### config.mk
export PLATFORM = sky130hd
export DESIGN_NAME = trace_recorder
export DESIGN_NICKNAME = d
export VERILOG_FILES = /design/src/rtl/trace_pkg.sv /design/src/rtl/trace_fifo.sv /design/src/rtl/trace_recorder.sv
export SDC_FILE = /design/constraint.sdc
export NUM_CORES = 1
export LEC_CHECK = 0
export ABC_AREA = 1
export BUFFER_PORTS_ARGS = -buffer_cell sky130_fd_sc_hd__buf_2
export CORE_MARGIN = 10
export CORE_UTILIZATION = 56
export CTS_BUF_LIST = sky130_fd_sc_hd__clkbuf_16
export DETAILED_ROUTE_END_ITERATION = 8
export PLACE_DENSITY_LB_ADDON = 0.08
export REMOVE_ABC_BUFFERS = 1
export SYNTH_ARGS = -nofsm -noshare
export SYNTH_HDL_FRONTEND = slang
export SYNTH_SLANG_ARGS = --single-unit
### constraint.sdc
create_clock -name clk -period 4.2 [get_ports clk]
set_input_delay 0.42 -clock clk [delete_from_list [all_inputs] [get_ports clk]]
set_output_delay 0.42 -clock clk [all_outputs]
set_load 0.03 [all_outputs]
### src/rtl/trace_pkg.sv
// -----------------------------------------------------------------------------
// trace_pkg
//   Shared definitions for the commit-trace recorder: record width, the
//   instruction word that marks program end, the recorder state encoding and
//   a helper that packs a {pc, inst} trace record.
// -----------------------------------------------------------------------------
package trace_pkg;

   localparam int REC_W = 64;
   localparam logic [31:0] NOP_INST = 32'h0000_0000;

   typedef enum logic [1:0] {
      ST_RUN   = 2'd0,
      ST_DRAIN = 2'd1,
      ST_DONE  = 2'd2
   } state_e;

   // pc occupies the upper half so a hex dump reads "pc_inst".
   function automatic logic [REC_W-1:0] pack_rec(input logic [31:0] pc,
                                                input logic [31:0] inst);
      return {pc, inst};
   endfunction

endpackage

### src/rtl/trace_fifo.sv
// -----------------------------------------------------------------------------
// trace_fifo
//   First-word fall-through FIFO for trace records. rdata always shows the
//   head entry; a push is visible on rdata/level one cycle after its edge.
//   The caller guarantees pop only when non-empty and push at full only
//   together with pop.
//
// Ports
//   clk    in   clock, rising edge
//   reset  in   synchronous active-high, empties the FIFO
//   push   in   write wdata at the tail this edge
//   pop    in   retire the head entry this edge
//   wdata  in   REC_W record to write
//   rdata  out  REC_W head record (don't-care when empty)
//   level  out  ADDR_W+1 occupancy, 0..FIFO_DEPTH
//   full   out  level == FIFO_DEPTH
//   empty  out  level == 0
// -----------------------------------------------------------------------------
module trace_fifo #(
   parameter int FIFO_DEPTH = 16,
   parameter int ADDR_W     = 4,
   parameter int REC_W      = 64
) (
   input  logic              clk,
   input  logic              reset,
   input  logic              push,
   input  logic              pop,
   input  logic [REC_W-1:0]  wdata,
   output logic [REC_W-1:0]  rdata,
   output logic [ADDR_W:0]   level,
   output logic              full,
   output logic              empty
);

   logic [REC_W-1:0] mem_q [FIFO_DEPTH];
   logic [ADDR_W-1:0] wr_ptr_q, wr_ptr_d;
   logic [ADDR_W-1:0] rd_ptr_q, rd_ptr_d;
   logic [ADDR_W:0]   level_q, level_d;

   // Depth is a power of two, so pointers wrap simply by overflowing.
   always_comb begin
      wr_ptr_d = wr_ptr_q;
      rd_ptr_d = rd_ptr_q;
      level_d  = level_q;
      if (push) wr_ptr_d = wr_ptr_q + ADDR_W'(1);
      if (pop)  rd_ptr_d = rd_ptr_q + ADDR_W'(1);
      case ({push, pop})
         2'b10:   level_d = level_q + (ADDR_W+1)'(1);
         2'b01:   level_d = level_q - (ADDR_W+1)'(1);
         default: level_d = level_q;
      endcase
   end

   always_ff @(posedge clk) begin
      if (reset) begin
         wr_ptr_q <= '0;
         rd_ptr_q <= '0;
         level_q  <= '0;
      end else begin
         wr_ptr_q <= wr_ptr_d;
         rd_ptr_q <= rd_ptr_d;
         level_q  <= level_d;
      end
   end

   // Storage carries no reset; validity is tracked by the pointers alone.
   always_ff @(posedge clk) begin
      if (push) mem_q[wr_ptr_q] <= wdata;
   end

   assign rdata = mem_q[rd_ptr_q];
   assign level = level_q;
   assign full  = (level_q == (ADDR_W+1)'(FIFO_DEPTH));
   assign empty = (level_q == '0);

endmodule

### src/rtl/trace_recorder.sv
// -----------------------------------------------------------------------------
// trace_recorder
//   Commit-trace capture stage behind the single-cycle CPU. Every retired
//   instruction is buffered as {pc, inst} and streamed out over a
//   valid/ready port. Two consecutively committed all-zero instructions mark
//   program end: the second one is swallowed, the FIFO drains, then halted
//   rises and stays until reset.
//
//   Optional build macro TRACE_STALL_EN: when defined, cpu_stall asks the CPU
//   to hold its commit while the FIFO is full and not popping (RUN only).
//   When undefined, cpu_stall is tied low and commits at full are dropped.
//
// Ports
//   clk           in   clock, rising edge
//   reset         in   synchronous active-high, clears all state
//   commit_valid  in   CPU retired an instruction this cycle
//   commit_pc     in   32-bit pc of the retired instruction
//   commit_inst   in   32-bit retired instruction word
//   trace_data    out  64-bit {pc, inst} head record
//   trace_valid   out  head record available
//   trace_ready   in   consumer accepts the head record
//   cpu_stall     out  hold the CPU (TRACE_STALL_EN only, else 0)
//   level         out  ADDR_W+1 FIFO occupancy
//   overflow      out  sticky, at least one record dropped
//   drop_cnt      out  DROP_W saturating dropped-record count
//   halted        out  program end seen and FIFO drained
// -----------------------------------------------------------------------------
module trace_recorder
   import trace_pkg::*;
#(
   parameter int FIFO_DEPTH = 16,
   parameter int ADDR_W     = 4,
   parameter int DROP_W     = 16
) (
   input  logic              clk,
   input  logic              reset,
   input  logic              commit_valid,
   input  logic [31:0]       commit_pc,
   input  logic [31:0]       commit_inst,
   output logic [REC_W-1:0]  trace_data,
   output logic              trace_valid,
   input  logic              trace_ready,
   output logic              cpu_stall,
   output logic [ADDR_W:0]   level,
   output logic              overflow,
   output logic [DROP_W-1:0] drop_cnt,
   output logic              halted
);

   state_e            state_q, state_d;
   logic              nop_seen_q, nop_seen_d;
   logic              overflow_q, overflow_d;
   logic [DROP_W-1:0] drop_cnt_q, drop_cnt_d;

   logic fifo_push, fifo_pop, fifo_full, fifo_empty;
   logic in_run, is_nop, halt_hit, take, drop;
   logic [REC_W-1:0] fifo_rdata;

   trace_fifo #(
      .FIFO_DEPTH (FIFO_DEPTH),
      .ADDR_W     (ADDR_W),
      .REC_W      (REC_W)
   ) u_fifo (
      .clk   (clk),
      .reset (reset),
      .push  (fifo_push),
      .pop   (fifo_pop),
      .wdata (pack_rec(commit_pc, commit_inst)),
      .rdata (fifo_rdata),
      .level (level),
      .full  (fifo_full),
      .empty (fifo_empty)
   );

   always_comb begin
      in_run      = (state_q == ST_RUN);
      is_nop      = (commit_inst == NOP_INST);
      trace_valid = !fifo_empty && (state_q != ST_DONE);
      fifo_pop    = trace_valid && trace_ready;
      // The terminating nop is neither recorded nor counted as a drop.
      halt_hit    = in_run && commit_valid && is_nop && nop_seen_q;
      take        = in_run && commit_valid && !halt_hit;
      // At full a simultaneous pop frees the slot, so the push still lands.
      fifo_push   = take && (!fifo_full || fifo_pop);
      drop        = take && fifo_full && !fifo_pop;
   end

   always_comb begin
      state_d    = state_q;
      nop_seen_d = nop_seen_q;
      overflow_d = overflow_q;
      drop_cnt_d = drop_cnt_q;

      // Idle cycles keep nop_seen; only a nonzero commit breaks the pair.
      if (in_run && commit_valid) nop_seen_d = is_nop;

      if (drop) begin
         overflow_d = 1'b1;
         if (drop_cnt_q != '1) drop_cnt_d = drop_cnt_q + DROP_W'(1);
      end

      case (state_q)
         ST_RUN:   if (halt_hit) state_d = ST_DRAIN;
         // Registered level: a final pop this edge is seen next cycle.
         ST_DRAIN: if (fifo_empty) state_d = ST_DONE;
         ST_DONE:  state_d = ST_DONE;
         default:  state_d = ST_RUN;
      endcase
   end

   always_ff @(posedge clk) begin
      if (reset) begin
         state_q    <= ST_RUN;
         nop_seen_q <= 1'b0;
         overflow_q <= 1'b0;
         drop_cnt_q <= '0;
      end else begin
         state_q    <= state_d;
         nop_seen_q <= nop_seen_d;
         overflow_q <= overflow_d;
         drop_cnt_q <= drop_cnt_d;
      end
   end

`ifdef TRACE_STALL_EN
   // Combinational so a same-cycle trace_ready releases the CPU at once.
   assign cpu_stall = in_run && fifo_full && !fifo_pop;
`else
   assign cpu_stall = 1'b0;
`endif

   assign trace_data = fifo_rdata;
   assign overflow   = overflow_q;
   assign drop_cnt   = drop_cnt_q;
   assign halted     = (state_q == ST_DONE);

endmodule
==> impl_metrics.py <==
metrics = {
    "logic_synthesis": {
        "yosysTopAreaCell": "edfxtp_1",
        "synth_commonest_cells": "edfxtp_1 (1,024), o21ai_0 (314), inv_1 (286)",
        "syn_inst": 3001,
        "yosys_warnings": 0,
        "synth_cell_types": 39,
        "synth_most_common_cell": "edfxtp_1",
        "ys_ff_latch": 1061,
        "yosysTopAreaCellShare": 0.7183,
        "avgSynthCellArea_um2": 14.27,
        "ys_async_sr_fraction": 0,
        "synthFlopType": "edfxtp_1",
        "ys_seq_area_frac": 0.7356,
        "synthTopCellsByArea": "edfxtp_1 (72%), mux2i_1 (6.0%), o211ai_1 (4.5%)",
        "syn_area_mm2": 0.04281,
        "synth_edf_count": 1024,
    },
    "critical_path": {
        "crit_top_cell": "o21ai_0",
        "r2r-start": "state_q[0]",
        "critPathBufInv": 2,
        "critPathCaptureType": "output pin",
        "worstPathCellList": "buf_4 -> a21oi_1 -> o21ai_0 -> o21ai_0 -> o211ai_1 -> nand2_1 -> buf_2",
        "worstSetupPathType": "reg -> out",
        "slowest_delay_ns": 0.70,
        "critPathSlowestCell": "dfxtp_4",
        "path_delay_family": "compound AO/OA/AOI/OAI gates",
        "ff2ff_path_depth": 10,
        "critPathArrivalTime_ns": 2.96,
        "worst-path-stages": 7,
        "cp_max_fo": 31,
        "worstPathRequired_ns": 3.78,
        "critPathLaunchType": "register",
    },
    "placement": {
        "post-place-ws_ns": 0.9152,
        "portBuffers": 155,
        "dpl.hpwl_um": 52450,
        "dpl_cell_area_mm2": 0.04494,
        "place_congestion": 0.8106,
    },
    "route": {
        "final_antenna_net_count": 0,
        "firstDrtPassIters": 8,
        "drc_errors": 0,
        "wl_um": 99150,
        "vias": 24970,
        "wire_per_inst_um": 23.57,
        "initialDrtViolationCount": 2237,
        "viasPerCell": 5.935,
    },
    "global_routing": {
        "grt_max_degree": 171,
        "grt_use_total": 0.2250,
        "grt_pass1_vias": 24790,
        "grt_overflow": 0,
        "antenna_found_initial": 4,
        "grt_pass1_wl_um": 151100,
    },
    "sta": {
        "fmax_mhz": 295.5,
        "slew_viol_final": 0,
        "worst_slack_ns": 0.8162,
        "finalCritPeriodShare": 0.8057,
        "fin_crit_ns": 3.384,
        "worst_clock_skew_ns": 0.01600,
        "max_slew_margin": 0.3171,
        "holdWs_ns": 0.02368,
        "hold_viol_final": 0,
        "rsz0062_at_grt": "false",
        "tightest_slew_ns": 1.024,
        "finalSetupViolCount": 0,
    },
    "clocking": {
        "hold_buffers": 0,
        "htree_levels": 3,
        "path_clk_slew_ns": 0.07,
        "cts_made_buffers": 105,
        "cts_tree": "yes",
        "ctsResizeCount": 0,
        "cts_setup_buffers": 0,
        "cts.sinks": 1061,
        "clkLatencyLatePin_ns": 0.65,
        "cts_buffer_depth": 3,
        "clock-root-buffer": "clkbuf_16",
    },
    "status": {
        "status": "finished, final reports clean",
    },
    "final_layout": {
        "final_cell_area_mm2": 0.04836,
        "multiInputGateArea_mm2": 0.009450,
        "finalNetCount": 3222,
        "synthToLayoutAreaGrowth_pct": 12.96,
        "post-route-util": 0.6378,
        "regArea_mm2": 0.03151,
        "drive_above_1_share": 0.1351,
        "fillers": 5415,
    },
    "worst_hold_path": {
        "hp-class": "in -> reg",
        "hold-path-cell-count": 1,
        "min-delay-start": "commit_inst[11]",
    },
    "pwr": {
        "cellLeakagePower_nw": 16.46,
        "vdd_drop_max_uv": 557.6,
        "p_per_area_mw_per_mm2": 608.9,
    },
    "die": {
        "io_pins": 157,
        "fp.dieH_um": 296.5,
        "die_w_um": 296.5,
        "start_util": 0.5646,
        "core_area_mm2": 0.07582,
        "rows": 101,
        "die_area_mm2": 0.08791,
    },
    "job": {
        "max_cap_viol_count": 0,
    },
}
==> through the flow <==
| stage | total power, mW | TNS [ns] | cells |
|---|---|---|---|
| 6_report | 29.44 | 0 | 4207 |
| 5_1_grt | 30.83 | 0 | 4205 |
| 4_1_cts | 29.64 | 0 | 4205 |
| 3_5_place_dp | 20.50 | 0 | 4011 |
| 3_3_place_gp | 20.37 | 0 | 4011 |
| 2_1_floorplan | 17.36 | -1333.08 | 2810 |
==> logic make-up after synthesis <==
group           count (synthesis)  synth area share
xor+xnor                       10          0.002046
compound gates                868            0.1176
other cells                     1        0.00008760
simple gates                  310           0.03411
flops                        1061            0.7356
fa+ha+maj                      14          0.004267
mux                           256           0.05986
buf+inv                       481           0.04647
==> final cells by class <==
cell class | instances | share of cell area
flip-flops and latches | 1061 | 0.6515
multi-input cells | 1459 | 0.1954
clock buffers | 109 | 0.05641
repair buffers | 223 | 0.03436
well taps | 978 | 0.02531
inverters | 290 | 0.02274
clock inverters | 85 | 0.01413
diodes | 2 | 0.0001035
==> placed cells by master (no fill, tap or decap), types with 2 or more instances in the layout <==
cell and n:
nand3_2 3, clkbuf_16 109, xor2_1 9, nand4_1 5, inv_2 2, a21oi_2 10
diode_2 2, buf_12 30, nor2_4 18, clkinv_2 23, nor4_1 3, nand2_1 118
nand3_1 93, ha_1 13, nand2_2 11, bufinv_16 11, nor3_4 2, a31oi_1 5
inv_6 2, nand2_4 3, clkinvlp_4 10, inv_1 303, nor2_1 46, mux2i_1 256
dfxtp_4 4, buf_4 38, a21oi_1 270, o21ai_0 314, o21ai_1 11, o211ai_1 256
edfxtp_1 1024, dfxtp_1 33, clkinv_1 22, nor3_1 3, buf_2 155
==> per-layer routing <==
metal | up-vias | share of wire | global-route usage
li1 | 11520 | - | -
met2 | 831 | 0.48 | 0.3707
met1 | 12480 | 0.43 | 0.3125
met5 | - | 0.00054 | 0
met3 | 128 | 0.066 | 0.03947
met4 | 8 | 0.016 | 0.04854
==> final timing paths <==
path,endpoint,slack (ns)
worst max register to register,u_fifo.mem_q[0][47],1.16
worst min-delay path,u_fifo.mem_q[8][11],0.02
worst min register to register,overflow,0.46
worst max-delay path,trace_data[16],0.82
==> state kept, by name, indices dropped and copies added, names as in the netlist, named ones only <==
| register | flops |
|---|---|
| u_fifo.mem_q | 1024 |
| drop_cnt | 16 |
| u_fifo.level | 5 |
| u_fifo.rd_ptr_q | 4 |
| u_fifo.wr_ptr_q | 4 |
| state_q | 2 |
| nop_seen_q | 1 |
| overflow | 1 |
==> report_power, final <==
group          internal [mW]  switching (mW)  leakage (nW)
Clock                   5.35            3.83          1.73
Combinational           2.54            5.42          5.19
Sequential              12.1           0.203          9.54
Note: power is estimated with default switching activity, not from simulation.
